<file path="config.mk">
export PLATFORM = sky130hd
export DESIGN_NAME = divider_result_buf
export DESIGN_NICKNAME = d
export VERILOG_FILES = /design/src/rtl/divider_result_buf.sv
export SDC_FILE = /design/constraint.sdc
export NUM_CORES = 1
export LEC_CHECK = 0
export ABC_AREA = 0
export BUFFER_PORTS_ARGS = -buffer_cell sky130_fd_sc_hd__buf_2
export CAP_MARGIN = 20
export CORE_MARGIN = 5
export CORE_UTILIZATION = 25
export DETAILED_ROUTE_END_ITERATION = 7
export GPL_TIMING_DRIVEN = 0
export SLEW_MARGIN = 10
export SYNTH_ARGS = -nofsm -noshare
export SYNTH_HDL_FRONTEND = slang
export SYNTH_SLANG_ARGS = --single-unit
</file>
<file path="constraint.sdc">
create_clock -name clk -period 3.01 [get_ports clk]
set_clock_uncertainty 0.15 [all_clocks]
set_input_delay 0.602 -clock clk [delete_from_list [all_inputs] [get_ports clk]]
set_output_delay 0.602 -clock clk [all_outputs]
set_load 0.03 [all_outputs]
</file>
<file path="src/rtl/divider_result_buf.sv">
// -----------------------------------------------------------------------------
// divider_result_buf
//
// Result buffer behind the pipelined restoring divider. Each one-cycle result
// strobe (quotient + remainder) is captured into a small first-word-fall-through
// FIFO. The head entry is offered to the consumer over a valid/ready handshake.
// The divider cannot be stalled, so this block also counts divides in flight
// and raises a credit (o_issue_ok) that the issuer must see high before it
// starts a divide.
//
// Handshake: a transfer happens on a rising clk edge where o_out_valid and
// i_out_ready are both high. o_out_valid depends only on registered state.
// o_out_q/o_out_r are valid whenever o_out_valid is high and hold steady until
// the transfer. i_out_ready may be high while o_out_valid is low, which has no
// effect.
//
// Optional feature macro: DIVRES_STATS_EN adds accepted/dropped result counters.
//
// Ports
//   clk          clock, all state on the rising edge
//   rstn         asynchronous active-low reset
//   i_issue      upstream starts one divide this cycle
//   o_issue_ok   credit: a divide started this cycle is guaranteed a FIFO slot
//   i_res_rdy    divider result strobe
//   i_res_q      divider quotient
//   i_res_r      divider remainder
//   o_out_valid  head entry valid
//   i_out_ready  consumer accepts the head entry
//   o_out_q      head quotient
//   o_out_r      head remainder
//   o_level      FIFO occupancy, 0..DEPTH
//   o_ovf        sticky flag: a result was dropped because the FIFO was full
//   o_res_cnt    (DIVRES_STATS_EN) accepted results, wraps at 2^16
//   o_drop_cnt   (DIVRES_STATS_EN) dropped results, saturates at 16'hFFFF
//   i_ovf_clr    clears o_ovf; a drop in the same cycle wins
// -----------------------------------------------------------------------------
module divider_result_buf #(
    parameter int Q_W   = 5,
    parameter int R_W   = 3,
    parameter int DEPTH = 4
) (
    input  logic                         clk,
    input  logic                         rstn,
    input  logic                         i_issue,
    output logic                         o_issue_ok,
    input  logic                         i_res_rdy,
    input  logic [Q_W-1:0]               i_res_q,
    input  logic [R_W-1:0]               i_res_r,
    output logic                         o_out_valid,
    input  logic                         i_out_ready,
    output logic [Q_W-1:0]               o_out_q,
    output logic [R_W-1:0]               o_out_r,
    output logic [$clog2(DEPTH):0]       o_level,
    output logic                         o_ovf,
`ifdef DIVRES_STATS_EN
    output logic [15:0]                  o_res_cnt,
    output logic [15:0]                  o_drop_cnt,
`endif
    input  logic                         i_ovf_clr
);

    localparam int CNT_W = $clog2(DEPTH) + 1;
    localparam int PTR_W = $clog2(DEPTH);
    localparam int W     = Q_W + R_W;

    logic [W-1:0]     r_mem [DEPTH];
    logic [PTR_W-1:0] r_wr_ptr;
    logic [PTR_W-1:0] r_rd_ptr;
    logic [CNT_W-1:0] r_level;
    logic [CNT_W-1:0] r_inflight;
    logic             r_ovf;

    logic             w_full;
    logic             w_pop;
    logic             w_push;
    logic             w_drop;
    logic [CNT_W:0]   w_committed;

    assign w_full = (r_level == CNT_W'(DEPTH));
    assign w_pop  = (r_level != '0) & i_out_ready;
    // A full FIFO can still accept a result when the head leaves this cycle.
    assign w_push = i_res_rdy & (~w_full | w_pop);
    assign w_drop = i_res_rdy & ~w_push;

    // Slots already claimed: stored results plus divides that will still land.
    assign w_committed = {1'b0, r_level} + {1'b0, r_inflight};

    assign o_issue_ok  = (w_committed < (CNT_W+1)'(DEPTH));
    assign o_out_valid = (r_level != '0);
    assign o_out_q     = r_mem[r_rd_ptr][W-1:R_W];
    assign o_out_r     = r_mem[r_rd_ptr][R_W-1:0];
    assign o_level     = r_level;
    assign o_ovf       = r_ovf;

    always_ff @(posedge clk or negedge rstn) begin
        if (!rstn) begin
            for (int i = 0; i < DEPTH; i++) begin
                r_mem[i] <= '0;
            end
            r_wr_ptr <= '0;
            r_rd_ptr <= '0;
            r_level  <= '0;
            r_ovf    <= 1'b0;
        end else begin
            if (w_push) begin
                r_mem[r_wr_ptr] <= {i_res_q, i_res_r};
                r_wr_ptr        <= r_wr_ptr + 1'b1;
            end
            if (w_pop) begin
                r_rd_ptr <= r_rd_ptr + 1'b1;
            end
            if (w_push && !w_pop) begin
                r_level <= r_level + 1'b1;
            end else if (w_pop && !w_push) begin
                r_level <= r_level - 1'b1;
            end
            if (w_drop) begin
                r_ovf <= 1'b1;
            end else if (i_ovf_clr) begin
                r_ovf <= 1'b0;
            end
        end
    end

    // In-flight divides: saturates at DEPTH, never underflows on a stray result.
    always_ff @(posedge clk or negedge rstn) begin
        if (!rstn) begin
            r_inflight <= '0;
        end else if (i_issue && !i_res_rdy) begin
            if (r_inflight != CNT_W'(DEPTH)) begin
                r_inflight <= r_inflight + 1'b1;
            end
        end else if (i_res_rdy && !i_issue) begin
            if (r_inflight != '0) begin
                r_inflight <= r_inflight - 1'b1;
            end
        end
    end

`ifdef DIVRES_STATS_EN
    logic [15:0] r_res_cnt;
    logic [15:0] r_drop_cnt;

    always_ff @(posedge clk or negedge rstn) begin
        if (!rstn) begin
            r_res_cnt  <= '0;
            r_drop_cnt <= '0;
        end else begin
            if (w_push) begin
                r_res_cnt <= r_res_cnt + 16'd1;
            end
            if (w_drop && (r_drop_cnt != 16'hFFFF)) begin
                r_drop_cnt <= r_drop_cnt + 16'd1;
            end
        end
    end

    assign o_res_cnt  = r_res_cnt;
    assign o_drop_cnt = r_drop_cnt;
`endif

endmodule
</file>
# --- Word level (Yosys, flattened, before mapping) ---
# Index checks and enable logic that the tools add are counted.
word_totals:
  ff_bits: 43
  word_cells: 61
classes:
  n_reduce_logical: 16
  n_lt_le_gt_ge: 4
  mux: 14
  add_sub_neg: 7
  n_bitwise: 8
  n_eq_ne: 3
op_table:
  columns: ["cell", "count"]
  rows:
  - ["$bwmux W32", 1]
  - ["$mux W8", 3]
  - ["$mux W3", 6]
  - ["$bmux W8 S2", 1]
  - ["$demux W8 S2", 1]
  - ["$reduce_bool A2 Y1", 4]
  - ["$add A3 B1 Y3 const B", 2]
  - ["$ge A3 B3 Y1 const B", 2]
  - ["$not A2 Y3", 2]
  - ["$reduce_bool A3 Y1", 2]
  - ["$sub A3 B1 Y3 const B", 2]
  - ["$logic_and A1 B1 Y1", 5]
  - ["$add A2 B1 Y2 const B", 2]
  - ["$add A3 B3 Y4", 1]
  - ["$logic_not A1 Y1", 4]
  - ["$lt A4 B3 Y1 const B", 1]
  - ["$and A1 B1 Y1", 3]
  - ["$eq A3 B3 Y1 const B", 1]
  - ["$lt A3 B1 Y1 const B", 1]
  - ["$ne A3 B3 Y1 const B", 1]
  - ["$reduce_and A3 Y1", 1]
  - ["$mux W1", 2]
  - ["$ne A2 B1 Y1 const B", 1]
  - ["$not A1 Y1", 2]
  - ["$or A1 B1 Y1", 1]

# --- Depth between registers and ports, before layout ---
# Gate-level depths: netlist of the first run.
logic_depth:
  depth_word: 8
  mapped_depth: 8
  mapped_depth_nobuf: 8

# --- Worst setup path before layout of the first run ---
# OpenSTA, ideal clock, no wires.
synth_timing:
  path_type: "register -> output"
  start: "register r_level[1], in the netlist o_level[1]"
  end: "output port o_issue_ok"
  n_path_buf: 0
  required_ns: 2.258
  slack_ns: 0.266
  path_stages_with_launch: 4
  t_arrival_ns: 1.992
  path_cell_list: "dfrtp_1 > ha_1 > and3_2 > nor4_1"
synth_between:
  elab_chain_cells: 2
synth_lines:
  columns: ["element", "line_no", "rtl"]
  rows:
  - ["start: declaration", "69", "logic [CNT_W-1:0] r_level;"]
  - ["start signal: assignment", "113", "r_level <= r_level + 1'b1;"]
  - ["start signal: assignment", "115", "r_level <= r_level - 1'b1;"]
  - ["$add A3 B3 Y4", "86", "assign w_committed = {1'b0, r_level} + {1'b0, r_inflight};"]
  - ["$lt A4 B3 Y1", "88", "assign o_issue_ok = (w_committed < (CNT_W+1)'(DEPTH));"]
  - ["end: declaration", "45", "output logic o_issue_ok,"]
# Every way passes these cells.

# --- Final worst setup path of the first run ---
layout_timing:
  start: "register r_rd_ptr[1]"
  end: "output port o_out_q[3]"
layout_between:
  elab_chain_cells: 4
layout_lines:
  columns: ["element", "line_no", "rtl"]
  rows:
  - ["start: declaration", "68", "logic [PTR_W-1:0] r_rd_ptr;"]
  - ["start signal: assignment", "110", "r_rd_ptr <= r_rd_ptr + 1'b1;"]
  - ["$not A2 Y3 (implied by the code)", "90", "assign o_out_q = r_mem[r_rd_ptr][W-1:R_W];"]
  - ["$bmux W8 S2", "90", null]
  - ["$mux W8 (2 in a row)", null, null]
  - ["end: declaration", "51", "output logic [Q_W-1:0] o_out_q,"]
# Every way passes these cells. The select of a mux whose other input is x is not followed.

==> impl_metrics.ini, run 1 <==
[status]
status = complete, no violations

[cells_and_area]
multi_input_area_um2 = 957
drive_gt1_frac = 0.480
layout_common_cells = 43 x dfrtp_1, 33 x mux2_2, 28 x buf_2, 8 x mux4_2, 8 x ha_1
utilization = 0.299
seq_area_mm2 = 0.00108
nets = 200
diodes = 0
fillCellCount = 828
syn_to_final_growth_pct = 17.4
final_common_cell = dfrtp_1
finalNonFillerCells = 282
final_cell_area_mm2 = 0.00243

[placed_design]
dp_hpwl_um = 2740
gp_congestion = 0.738
port_buffers = 27
post-place-cells = 274
dpl_cell_area_mm2 = 0.00233

[worst_setup_path]
cp.required_ps = 2260
crit_arrival_ps = 1720
cp-end-kind = primary output
startpoint_type = register
critical_path_class = reg2out
path_max_fanout = 9
reg2reg_slack_ps = 570

[cts]
clockBufferDepth = 2
cts_made_buffers = 5
cts_sinks = 43
ctsHtreeMaxLevel = 2
clock_latency_ps = 300
cts_tree = yes
clockRootBuffer = clkbuf_8
cts-resized-gates = 0
holdBufCountCts = 0
clk_pin_slew_ps = 90
post_cts.repair.setup_buffers = 0

[sta]
relSlewSlack = 0.358
setup_tns_ps = 0
period_share = 0.823
hold_violations = 0
whs_ps = 300
fmax_ghz = 0.404
rsz0062_at_grt = false
setup_viol = 0
tightest_slew_ps = 963
slew_violations = 0
fin_crit_ps = 2480

[floorplan]
die-area_mm2 = 0.0102
core_area_mm2 = 0.00813
start_util = 0.254
die_w_um = 101
rows = 33
chipHeight_um = 101
io_pins = 28

[synthesis]
syn-cell-area_mm2 = 0.00207
synth_top_area_cell = dfrtp_1
synthFlopType = dfrtp_1
async_flop_share = 1.00
synth_top_area_share = 0.520
synth_top_family_by_area = multiplexers
ys_ff_latch = 43
yosysWarnings = 0
synth-simple-area-share = 0.0678
ys_seq_area_frac = 0.520
synthTopCellsByArea = dfrtp_1 52%, mux2_2 18%, mux4_2 8.7%
synth_edf_count = 0
synth-compound-area-share = 0.0236
synthMuxAreaShare = 0.274
syn_nets = 166
avgSynthCellArea_um2 = 14.6
synthAdderAreaFrac = 0.0678
ys_types = 27
synth_xor_area_frac = 0.0296
synthCells = 142

[detailed_routing]
dr_total_vias = 1217
drt_iter0_markers = 16
wl_per_cell_um = 13.9
viasPerCell = 4.32
dr.pass1.iters = 2
drc = 0
routed_wl_um = 3920
antenna_left = 0

[global_routing]
grt_pass1_wl_um = 6570
grt_pass1_vias = 1301
grt_usage = 0.0854
grt_remaining_overflow = 0
antenna_found_initial = 0
grt_max_degree = 44

[worst_hold_path]
hold_path.class = in2async

[power]
power.density_mw_per_mm2 = 1180
vdd_ir_drop_max_v = 0.000642
power_leakage_uw = 0.00105

[flow_run]
max-cap-violations = 0
final timing paths:
kind                       depth (start not counted)     endpoint         from
setup / recovery                                   3   o_out_q[3]  r_rd_ptr[1]
hold / removal                                     1    r_mem[26]         rstn
setup reg to reg                                   6   o_level[1]   o_level[1]
hold reg to reg                                    1    r_mem[15]    r_mem[15]
max in group asynchronous                          1  r_rd_ptr[1]         rstn
min in group clk                                   2        o_ovf    i_ovf_clr
sequential cells by signal, indices dropped and copies added (netlist names):
register and count:
r_wr_ptr 2, r_rd_ptr 2, r_mem 32, o_ovf 1, o_level 3, r_inflight 3
through the flow:
| stage | total power, uW | worst slack [ps] |
|---|---|---|
| 4_1_cts | 2910 | 501 |
| 5_1_grt | 3090 | 396 |
| 2_1_floorplan | 2170 | 266 |
| 6_report | 2860 | 533 |
| 3_3_place_gp | 2490 | 368 |
| 3_5_place_dp | 2530 | 362 |
layer usage:
layer | up-vias | GRT usage | part of all wire
met1 | 611 | 0.116 | 0.48
li1 | 581 | - | -
met2 | 21 | 0.128 | 0.45
met5 | - | 0 | 0
met3 | 4 | 0.0249 | 0.051
met4 | 0 | 0.0337 | 0.014
critical path, stage by stage (launching register included):
cell     delay (ps)
dfrtp_1         320
buf_1           500
mux4_2          420
buf_2           200
power breakdown:
part	internal [uW]	switching [uW]	total, uW
Clock	166	209	375
Sequential	873	196	1070
Combinational	673	742	1420
cell families (layout without fill, tap and decap cells):
family                   after synthesis  in the layout
adder cells (fa/ha/maj)               10             10
XOR/XNOR                               7              7
buffers and inverters                  9             44
flip-flops                            43             43
multiplexers                          42             42
AND/OR/NAND/NOR                       24             24
AO/OA/AOI/OAI                          7              7
final cells by class:
| type | count | area share |
|---|---|---|
| well taps | 105 | 0.0541 |
| plain buffers | 2 | 0.00361 |
| repair buffers | 27 | 0.0556 |
| multi-input cells | 90 | 0.394 |
| flip-flops and latches | 43 | 0.443 |
| clock inverters | 3 | 0.0103 |
| clock buffers | 5 | 0.0283 |
| inverters | 7 | 0.0108 |
cell usage after synthesis (4+ instances only):
| cell type | number |
|---|---|
| xnor2_1 | 5 |
| dfrtp_1 | 43 |
| mux4_2 | 8 |
| inv_1 | 7 |
| nand2_1 | 7 |
| nor2_1 | 4 |
| mux2_2 | 33 |
| ha_1 | 8 |
| nor2_2 | 4 |
Power figures use the tool's default switching activity.
==> inputs of run 2 (changes only) <==
Clock period 3.01 ns to 2.35 ns, I/O delays scaled along.
==> run 2 against run 1 <==
Critical path type is now reg2reg. Hold slack worse by 88 ps. Sequential share of layout area down 1.2 points. Cell count up 2.1%. Register-to-register slack worse by 490 ps. Largest cell class unchanged. First-iteration DRC count up 88%. Worst setup slack worse by 450 ps.
==> impl_metrics.ini, run 2 (synthesized netlist as in run 1, its figures left out) <==
[cells_and_area]
layout_common_cells = 41 x dfrtp_1, 33 x mux2_2, 27 x buf_2, 8 x mux4_2
final_common_cell = dfrtp_1
largest_register_ffs = 32
final_cell_area_mm2 = 0.00250
largest_register = r_mem
diodes = 0
syn_to_final_growth_pct = 20.9
drive_gt1_frac = 0.514
nets = 206

[global_routing]
grt_max_degree = 44
antenna_found_initial = 0
grt_usage = 0.0871
grt_remaining_overflow = 0
grt_pass1_vias = 1353
grt_pass1_wl_um = 6800

[cts]
ctsHtreeMaxLevel = 2
cts_sinks = 43
cts_tree = yes
clockBufferDepth = 2
cts_made_buffers = 5
clk_pin_slew_ps = 80
clock_latency_ps = 290
clockRootBuffer = clkbuf_8

[worst_setup_path]
r2r_start = o_level[1]
crit_arrival_ps = 2340
worstSetupEndpoint = o_level[2]
path_max_fanout = 6
crit_start = o_level[1]
critical_path_class = reg2reg
startpoint_type = register
reg2regPathDepth = 8
rr_endpoint = o_level[2]
reg2reg_slack_ps = 80
cp.required_ps = 2420
cp-end-kind = register

[floorplan]
rows = 33
core_area_mm2 = 0.00813
die-area_mm2 = 0.0102
start_util = 0.254
io_pins = 28
die_w_um = 101
chipHeight_um = 101

[power]
power_leakage_uw = 0.00108
power.density_mw_per_mm2 = 1500
vdd_ir_drop_max_v = 0.000707

[sta]
fmax_ghz = 0.441
hold_violations = 0
slew_violations = 0
period_share = 0.965
tightest_slew_ps = 526
rsz0062_at_grt = false
fin_crit_ps = 2270
setup_viol = 0
relSlewSlack = 0.649
whs_ps = 211

[placed_design]
port_buffers = 27
gp_congestion = 0.696
dp_hpwl_um = 2740
dpl_cell_area_mm2 = 0.00235

[detailed_routing]
drt_iter0_markers = 30
dr_total_vias = 1269
antenna_left = 0
dr.pass1.iters = 5
drc = 0
routed_wl_um = 4090
wl_per_cell_um = 14.2
viasPerCell = 4.41

[status]
status = complete, no violations

[flow_run]
max-cap-violations = 0

[worst_hold_path]
hold_path.class = in2reg
run 2: worst min path at each step:
stage                   start         end  cells after the start
finish              i_ovf_clr       o_ovf                      2
global route        i_ovf_clr       o_ovf                      2
CTS                 i_ovf_clr       o_ovf                      2
detailed placement  r_mem[10]   r_mem[10]                      1
global placement    r_mem[21]   r_mem[21]                      1
floorplan                rstn  o_level[0]                      0
run 2: worst max-delay path, cell delays in order (launching register included):
cell and delay (ps):
dfrtp_2 460, or3_4 410, nand2_1 120, ha_2 200
inv_1 50, fa_1 380, xor2_1 150, nor2_1 120
xor2_1 150
run 2: cell type report:
cell class / instances / area, um2
Clock inverter: 2 / 12.5
Inverter: 7 / 26.3
Multi-Input combinational cell: 90 / 970
Timing Repair Buffer: 34 / 203
Buffer: 1 / 7.51
Clock buffer: 6 / 72.6
Sequential cell: 43 / 1080
Fill cell: 813 / 5630
Tap cell: 105 / 131
run 2: report_power, final:
group	internal (uW)	switching [uW]	total, uW
registers	1120	288	1410
clock network	208	258	466
logic	931	939	1870
total	2260	1480	3750
run 2: timing repair:
action | in CTS | in global routing
hold buffers | 0 | 1
buffers inserted | 1 | 4
cloned | 0 | 0
endpoints found under the hold margin | 0 | 12
gates resized for setup | 1 | 1
pin swaps | 1 | 0
setup endpoints to repair | 5 | 2
run 2: through the flow:
stage               setup TNS (ps)  setup WS, ps  utilization  total power [uW]  std cells
floorplan                        0         0.296            -              2800        142
global route                     0          1.30        0.307              4030        288
global placement              -186          -162        0.289              3220        274
CTS                              0          80.3        0.300              3750        282
finish                           0          82.1        0.307              3750        288
detailed placement            -234          -191        0.289              3270        274
run 2: per-layer routing:
metal,GRT usage,up-vias,wire length [um]
li1,-,590,-
met1,0.117,645,2040
met2,0.134,30,1790
met3,0.0284,4,236
met4,0.0276,0,30
met5,0,-,0
